<file path="config.mk">
export PLATFORM = sky130hd
export DESIGN_NAME = cdb_arb
export DESIGN_NICKNAME = d
export VERILOG_FILES = /design/src/rtl/cdb_arb.sv
export SDC_FILE = /design/constraint.sdc
export NUM_CORES = 1
export LEC_CHECK = 0
export ABC_AREA = 1
export BUFFER_PORTS_ARGS = -buffer_cell sky130_fd_sc_hd__clkbuf_2
export CAP_MARGIN = 20
export CORE_MARGIN = 2
export CORE_UTILIZATION = 48
export CTS_CLUSTER_DIAMETER = 40
export DETAILED_ROUTE_END_ITERATION = 16
export GPL_ROUTABILITY_DRIVEN = 0
export PLACE_DENSITY = 0.95
export SETUP_SLACK_MARGIN = 0.15
export SKIP_LAST_GASP = 1
export SYNTH_ARGS = -nofsm -noshare
export SYNTH_HDL_FRONTEND = slang
export SYNTH_SLANG_ARGS = --single-unit
</file>
<file path="constraint.sdc">
create_clock -name clk -period 3.05 [get_ports clk]
set_input_delay 0.61 -clock clk [delete_from_list [all_inputs] [get_ports clk]]
set_output_delay 0.61 -clock clk [all_outputs]
set_load 0.03 [all_outputs]
</file>
<file path="src/rtl/cdb_arb.sv">
// Common data bus arbiter: round-robin grant among execution units, one registered broadcast per cycle.
// Optional starvation override enabled by defining CDB_ARB_STARVE_EN.
module cdb_arb #(
  parameter int NREQ       = 3,
  parameter int TAG_W      = 4,
  parameter int DATA_W     = 32,
  parameter int STARVE_LIM = 7,
  localparam int SRC_W     = $clog2(NREQ)
) (
  input  logic                     clk,
  input  logic                     rst,
  input  logic                     flush,
  input  logic [NREQ-1:0]          req_vld,
  input  logic [NREQ*TAG_W-1:0]    req_tag,
  input  logic [NREQ*DATA_W-1:0]   req_data,
  output logic [NREQ-1:0]          req_rdy,
  output logic                     cdb_vld,
  output logic [TAG_W-1:0]         cdb_tag,
  output logic [DATA_W-1:0]        cdb_data,
  output logic [SRC_W-1:0]         cdb_src
);

  if (NREQ < 2 || NREQ > 8 || STARVE_LIM < 1 || STARVE_LIM > 15) begin : g_param_err
    $error("cdb_arb: illegal NREQ or STARVE_LIM");
  end

  logic [SRC_W-1:0]  rr_ptr_q, rr_ptr_d;
  logic              cdb_vld_q, cdb_vld_d;
  logic [TAG_W-1:0]  cdb_tag_q, cdb_tag_d;
  logic [DATA_W-1:0] cdb_data_q, cdb_data_d;
  logic [SRC_W-1:0]  cdb_src_q, cdb_src_d;

  logic              rr_hit;
  logic [SRC_W-1:0]  rr_idx;
  logic              gnt_vld;
  logic [SRC_W-1:0]  gnt_idx;
  logic [NREQ-1:0]   gnt_oh;

  // Round-robin search from rr_ptr; descending loop so the nearest valid requester wins.
  always_comb begin
    int pos;
    rr_hit = 1'b0;
    rr_idx = '0;
    pos    = 0;
    for (int k = NREQ - 1; k >= 0; k--) begin
      pos = int'(rr_ptr_q) + k;
      if (pos >= NREQ) pos = pos - NREQ;
      if (req_vld[SRC_W'(pos)]) begin
        rr_hit = 1'b1;
        rr_idx = SRC_W'(pos);
      end
    end
  end

`ifdef CDB_ARB_STARVE_EN
  logic [NREQ-1:0][3:0] wait_q, wait_d;
  logic                 starve_hit;
  logic [SRC_W-1:0]     starve_idx;

  // Lowest-index starving unit takes priority over the round-robin choice.
  always_comb begin
    starve_hit = 1'b0;
    starve_idx = '0;
    for (int k = NREQ - 1; k >= 0; k--) begin
      if (req_vld[k] && (wait_q[k] >= 4'(STARVE_LIM))) begin
        starve_hit = 1'b1;
        starve_idx = SRC_W'(k);
      end
    end
  end

  always_comb begin
    wait_d = wait_q;
    for (int k = 0; k < NREQ; k++) begin
      if (!req_vld[k] || gnt_oh[k])
        wait_d[k] = 4'd0;
      else if (wait_q[k] != 4'hF)
        wait_d[k] = wait_q[k] + 4'd1;
    end
  end

  always_ff @(posedge clk) begin
    if (rst) wait_q <= '0;
    else     wait_q <= wait_d;
  end

  always_comb gnt_idx = starve_hit ? starve_idx : rr_idx;
`else
  always_comb gnt_idx = rr_idx;
`endif

  always_comb begin
    gnt_vld = rr_hit && !flush && !rst;
    gnt_oh  = gnt_vld ? (NREQ'(1) << gnt_idx) : '0;
  end

  assign req_rdy = gnt_oh;

  always_comb begin
    rr_ptr_d   = rr_ptr_q;
    cdb_vld_d  = gnt_vld;
    cdb_tag_d  = cdb_tag_q;
    cdb_data_d = cdb_data_q;
    cdb_src_d  = cdb_src_q;
    if (gnt_vld) begin
      rr_ptr_d  = (int'(gnt_idx) == NREQ - 1) ? '0 : gnt_idx + SRC_W'(1);
      cdb_src_d = gnt_idx;
      for (int k = 0; k < NREQ; k++) begin
        if (int'(gnt_idx) == k) begin
          cdb_tag_d  = req_tag[k*TAG_W +: TAG_W];
          cdb_data_d = req_data[k*DATA_W +: DATA_W];
        end
      end
    end
  end

  always_ff @(posedge clk) begin
    if (rst) begin
      rr_ptr_q   <= '0;
      cdb_vld_q  <= 1'b0;
      cdb_tag_q  <= '0;
      cdb_data_q <= '0;
      cdb_src_q  <= '0;
    end else begin
      rr_ptr_q   <= rr_ptr_d;
      cdb_vld_q  <= cdb_vld_d;
      cdb_tag_q  <= cdb_tag_d;
      cdb_data_q <= cdb_data_d;
      cdb_src_q  <= cdb_src_d;
    end
  end

  assign cdb_vld  = cdb_vld_q;
  assign cdb_tag  = cdb_tag_q;
  assign cdb_data = cdb_data_q;
  assign cdb_src  = cdb_src_q;

endmodule

</file>
==> flow_summary.json, run 1 <==
{
  "ant_nets": 0,
  "max_cap_viol_count": 0,
  "fmax_ghz": 0.366,
  "cp-start-kind": "flip-flop",
  "multi_input_area_sq_um": 1500,
  "htreeDepth": 2,
  "ys_types": 22,
  "grt.overflow.total": 0,
  "power.leakage_nw": 2.04,
  "antenna_cells": 0,
  "fin_area_sq_um": 3590,
  "syn_nets": 514,
  "syn_area_per_cell_sq_um": 6.75,
  "fillers": 463,
  "rsz0062_at_grt": "no",
  "place_area_sq_um": 3450,
  "cts_tree": "done",
  "cts_buffers": 5,
  "cts_num_sinks": 41,
  "nNetsFinal": 656,
  "tightest_slew_ns": 0.930,
  "cts_setup_buffers": 0,
  "setup_viol": 0,
  "dp_hpwl_mm": 5.72,
  "drv_slew": 0,
  "die_y_um": 78.7,
  "ios": 156,
  "ys_seq_area_frac": 0.306,
  "worstSetupPathType": "flip-flop to primary output",
  "powerDensity_nw_per_um2": 516,
  "grt_pass1_wl_mm": 12.6,
  "cts-root-buf": "clkbuf_8",
  "critPathArrivalTime_ns": 2.12,
  "viasPerCell": 5.19,
  "drt-pass1-iter-count": 5,
  "mappedNetlistArea_sq_um": 2680,
  "postSynthCellCount": 397,
  "seq_area_sq_um": 822,
  "track_usage": 0.249,
  "wl_per_cell_um": 13.1,
  "synth-seq-cells": 41,
  "core_sq_um": 5440,
  "grt_pass1_vias": 2924,
  "antenna_found_initial": 0,
  "ir_drop_uv": 325,
  "postCtsHoldBufs": 0,
  "fin_skew_ns": 0.00991,
  "drc": 0,
  "drt_iter0_drc": 162,
  "drt_wl_total_mm": 8.02,
  "design.die.area_sq_um": 6190,
  "start_util": 0.493,
  "grt_max_degree": 41,
  "cts_resized": 0,
  "period_share": 0.896,
  "outcome": "finished clean",
  "path_max_fanout": 19,
  "vias": 3176,
  "end_kind": "primary output",
  "ys_warn_count": 0,
  "die_w_um": 78.7,
  "fin_crit_ns": 2.73,
  "finalHoldViolCount": 0,
  "clkTransAtPathRegs_ns": 0.08,
  "area_delta_synth_final_pct": 34.0,
  "hp-class": "flip-flop to flip-flop",
  "required_ns": 2.44,
  "timing.setup.tns_ns": 0,
  "clock_path_buffers": 2,
  "drive_gt1_frac": 0.376,
  "slew_headroom": 0.379,
  "std_cell_rows": 27,
  "portBuffers": 155,
  "insertion_delay_ns": 0.29
}
where the power goes:
part | switching, mW | internal, mW
clock network | 0.179 | 0.267
logic | 0.513 | 0.273
registers | 0.0301 | 0.591
per-layer routing:
layer	track usage	routed length [um]
met4	0.0649	93
met5	0	0
met2	0.468	4190
met1	0.285	3200
met3	0.0500	530
synthesized netlist by cell type:
cell	count	share of area
o21ai_1	3	0.0056
nand3_1	37	0.069
nand3b_1	34	0.095
clkbuf_2	1	0.0019
nand4_1	1	0.0023
nand3_2	9	0.034
a21oi_1	66	0.12
clkbuf_1	5	0.0070
nor2_2	2	0.0047
buf_4	2	0.0056
inv_1	54	0.076
nand2_4	2	0.0084
inv_2	4	0.0056
nor2_1	3	0.0042
o21ai_0	35	0.065
buf_6	3	0.013
nand2_1	61	0.085
ha_1	3	0.014
a21oi_2	10	0.033
nand2_2	4	0.0093
buf_2	17	0.032
dfxtp_1	41	0.31
placed cells by master (no fill, tap or decap), types with 3 or more instances in the layout:
master    count
clkbuf_2    155
a21oi_1      66
nand2_1      61
inv_1        54
dfxtp_1      40
nand3_1      37
o21ai_0      35
nand3b_1     34
a21oi_2      10
nand3_2       9
buf_4         7
clkbuf_8      6
inv_2         4
nor2_1        3
nand2_4       3
nand2_2       3
o21ai_1       3
kinds of logic (layout without fill, tap and decap cells):
kind of cell / count (synthesis) / in the layout / synth area share
simple gates: 153 / 153 / 0.312
compound gates: 114 / 114 / 0.227
buf+inv: 86 / 229 / 0.140
flops: 41 / 41 / 0.306
fa+ha+maj: 3 / 3 / 0.0140
registers in the layout, indices dropped and copies added (netlist names):
| register | count |
|---|---|
| cdb_data | 32 |
| cdb_src | 2 |
| cdb_tag | 4 |
| cdb_vld | 1 |
| rr_ptr_q | 2 |
final cells by class:
class	instances	area share
sequential	41	0.229
tap	72	0.0251
timing repair buffer	163	0.235
clock buffer	7	0.0241
multi-input combinational	270	0.418
inverter	58	0.0606
clock inverter	1	0.00837
worst max-delay path, stage by stage, from the launching register on:
cell      delay, ns
dfxtp_2        0.37
inv_1          0.05
ha_1           0.22
inv_2          0.13
nand2_1        0.09
nand3_1        0.08
nand2_1        0.09
nor2_2         0.14
nand2_4        0.06
nand2_2        0.09
buf_8          0.17
nand2_1        0.09
inv_1          0.06
clkbuf_2       0.19
worst paths after layout:
kind | slack (ns) | depth (start not counted) | to | from
worst min register to register | 0.49 | 2 | cdb_src[0] | cdb_src[0]
worst max register to register | 0.88 | 13 | cdb_data[4] | rr_ptr_q[0]
worst max-delay path | 0.32 | 13 | req_rdy[0] | rr_ptr_q[1]
worst min-delay path | 0.49 | 2 | cdb_src[0] | cdb_src[0]
through the flow:
stage	hold slack [ns]	worst slack (ns)	total power, mW	cells	util
after floorplan	0.456	0.547	1.19	397	-
after global placement	0.456	0.594	1.38	604	0.634
after detailed placement	0.486	0.515	1.40	604	0.634
after CTS	0.497	0.206	1.85	612	0.655
after global routing	0.516	0.152	1.96	612	0.660
final	0.493	0.318	1.85	612	0.660
Power figures use the tool's default switching activity.
==> run 2: changes to the inputs <==
--- a/config.mk
+++ b/config.mk
@@ -5,7 +5,6 @@
 export SDC_FILE = /design/constraint.sdc
 export NUM_CORES = 1
 export LEC_CHECK = 0
-export ABC_AREA = 1
 export BUFFER_PORTS_ARGS = -buffer_cell sky130_fd_sc_hd__clkbuf_2
 export CAP_MARGIN = 20
 export CORE_MARGIN = 2
==> flow_summary.json, run 2 <==
{
  "outcome": "finished clean",
  "fmax_ghz": 0.363,
  "ant_nets": 0,
  "place_inst": 548,
  "timing.final.ws_setup_ns": 0.296,
  "end_kind": "primary output",
  "vias": 3129,
  "antenna_cells": 0,
  "place_area_sq_um": 3560,
  "hp-class": "flip-flop to flip-flop",
  "start_util": 0.500,
  "clock_path_buffers": 2,
  "largest_register_ffs": 32,
  "fin_crit_ns": 2.75,
  "cts_buffers": 5,
  "timing.setup.tns_ns": 0,
  "die_y_um": 80.0,
  "wl_per_cell_um": 15.3,
  "rsz0062_at_grt": "no",
  "rr_startpoint": "rr_ptr_q[0]",
  "die_w_um": 80.0,
  "path_max_fanout": 8,
  "cts-root-buf": "clkbuf_8",
  "cts_tree": "done",
  "insertion_delay_ns": 0.28,
  "ys_types": 30,
  "postSynthCellCount": 337,
  "worstSetupStartpoint": "rr_ptr_q[0]",
  "clkTransAtPathRegs_ns": 0.08,
  "area_delta_synth_final_pct": 32.7,
  "cts_num_sinks": 41,
  "fin_area_sq_um": 3670,
  "power_frac_clock": 0.158,
  "syn_area_per_cell_sq_um": 8.22,
  "std_cell_rows": 27,
  "drc": 0,
  "synth-seq-cells": 41,
  "synthTopCellsByArea": "dfxtp_1 (30%), a221oi_2 (20%), o32ai_1 (11%)",
  "cp-start-kind": "flip-flop",
  "ios": 156,
  "r2r_end": "cdb_data[18]",
  "dp_hpwl_mm": 6.36,
  "multi_input_area_sq_um": 1610,
  "grt_max_degree": 37,
  "seq_area_sq_um": 821,
  "slew_headroom": 0.584,
  "netlist_top_cells_count": "nor2_1 (78), inv_1 (43), dfxtp_1 (41), nand2_1 (40)",
  "combPwrFrac": 0.537,
  "antenna_found_initial": 0,
  "post-place-ws_ns": 0.455,
  "final_cell_mix": "clkbuf_2 (154), nor2_1 (78), inv_1 (43), dfxtp_1 (41), nand2_1 (40)",
  "max_cap_viol_count": 0,
  "cpPeakStageDelay_ns": 0.36,
  "grt_pass1_vias": 2842,
  "synth_edf_count": 0,
  "worstSetupPathType": "flip-flop to primary output",
  "timing.critical_path.to": "req_rdy[0]",
  "powerDensity_nw_per_um2": 625,
  "internal_power_mw": 1.27,
  "syn_nets": 454,
  "setup_viol": 0,
  "ys_warn_count": 0,
  "synth_top_area_share": 0.296,
  "synth_top_cell_by_area": "dfxtp_1",
  "critPathArrivalTime_ns": 2.14,
  "drt-pass1-iter-count": 5,
  "async_flop_share": 0,
  "track_usage": 0.246,
  "instances_no_fill": 556,
  "crit_chain": "inv_1, ha_2, and2b_4, o211ai_2, o22a_2, nand2_1, nor2_1, clkbuf_4",
  "drt_iter0_drc": 106,
  "required_ns": 2.44,
  "fin_skew_ns": 0.0110,
  "core_sq_um": 5540,
  "design.die.area_sq_um": 6400,
  "nNetsFinal": 601,
  "drt_wl_total_mm": 8.50,
  "final_common_cell": "clkbuf_2",
  "tightest_slew_ns": 0.622,
  "pwr-share-seq": 0.305,
  "finalHoldViolCount": 0,
  "fillers": 481,
  "period_share": 0.903,
  "synth-main-ff-cell": "dfxtp_1",
  "mappedNetlistArea_sq_um": 2770,
  "power.leakage_nw": 1.74,
  "switching_share": 0.446,
  "drive_gt1_frac": 0.465,
  "drv_slew": 0,
  "htreeDepth": 2,
  "ys_seq_area_frac": 0.296,
  "grt.overflow.total": 0,
  "p_switching_mw": 1.03,
  "r2r_slack_ns": 0.66,
  "synth_most_common_cell": "nor2_1",
  "rr_worst_depth": 8,
  "ir_drop_uv": 317,
  "viasPerCell": 5.63,
  "grt_pass1_wl_mm": 12.7,
  "portBuffers": 155,
  "crit_slowest_cell": "dfxtp_1"
}
-- run 2: worst min-delay path by stage --
| stage | startpoint | to | slack (ns) | depth (start not counted) |
|---|---|---|---|---|
| 2_1_floorplan | rr_ptr_q[0] | rr_ptr_q[0] | 0.47 | 2 |
| 3_3_place_gp | cdb_data[1] | cdb_data[1] | 0.44 | 2 |
| 3_5_place_dp | cdb_src[1] | cdb_src[1] | 0.44 | 2 |
| 4_1_cts | cdb_src[1] | cdb_src[1] | 0.46 | 2 |
| 5_1_grt | cdb_data[7] | cdb_data[7] | 0.48 | 2 |
| 6_report | cdb_src[1] | cdb_src[1] | 0.46 | 2 |
-- run 2: kinds of logic after synthesis --
group,after synthesis,share of synthesized area
and+or+nand+nor,127,0.182
muxes,4,0.0145
DFF,41,0.296
adders and majority gates,3,0.0136
AOI/OAI and AO/OA,89,0.360
buffers and inverters,73,0.134
-- run 2: metal layers --
metal | track usage | routed length, um | vias to the layer above
met4 | 0.0881 | 223 | 0
met1 | 0.272 | 3230 | 1439
met2 | 0.456 | 4330 | 180
met5 | 0 | 0 | -
met3 | 0.0543 | 719 | 26
li1 | - | - | 1484
-- run 2: area by class of cell --
cell class                      instances  area share
Sequential cell                        41       0.223
Clock buffer                            6      0.0225
Timing Repair Buffer                  170       0.246
Inverter                               43      0.0439
Clock inverter                          1     0.00204
Multi-Input combinational cell        223       0.438
Tap cell                               72      0.0245
-- run 2: per-stage QoR --
step / power, mW / hold WS, ns / utilization
after global routing: 2.42 / 0.479 / 0.663
after global placement: 1.89 / 0.441 / 0.643
after CTS: 2.29 / 0.457 / 0.659
after floorplan: 1.62 / 0.469 / -
final: 2.30 / 0.459 / 0.663
after detailed placement: 1.92 / 0.443 / 0.643
-- run 2: what timing repair did --
action | in CTS | in global routing
hold buffers | 0 | 0
resized for setup | 0 | 5
endpoints found under the setup margin | 0 | 3
setup buffers | 0 | 1
-- run 2: power by group through the flow --
stage                     sequential (mW)  combinational (mW)  clock, mW
final                               0.699                1.23      0.363
after global routing                0.708                1.32      0.389
after CTS                           0.700                1.22      0.376
after detailed placement            0.710                1.21          0
after global placement              0.706                1.18          0
after floorplan                     0.898               0.725          0
-- run 2: worst max-delay path: cells and delay by family, from the launching register on --
family | cells | cell delay [ns]
buf+inv | 2 | 0.30
compound gates | 2 | 0.44
fa+ha+maj | 1 | 0.35
flops | 1 | 0.36
simple gates | 3 | 0.42
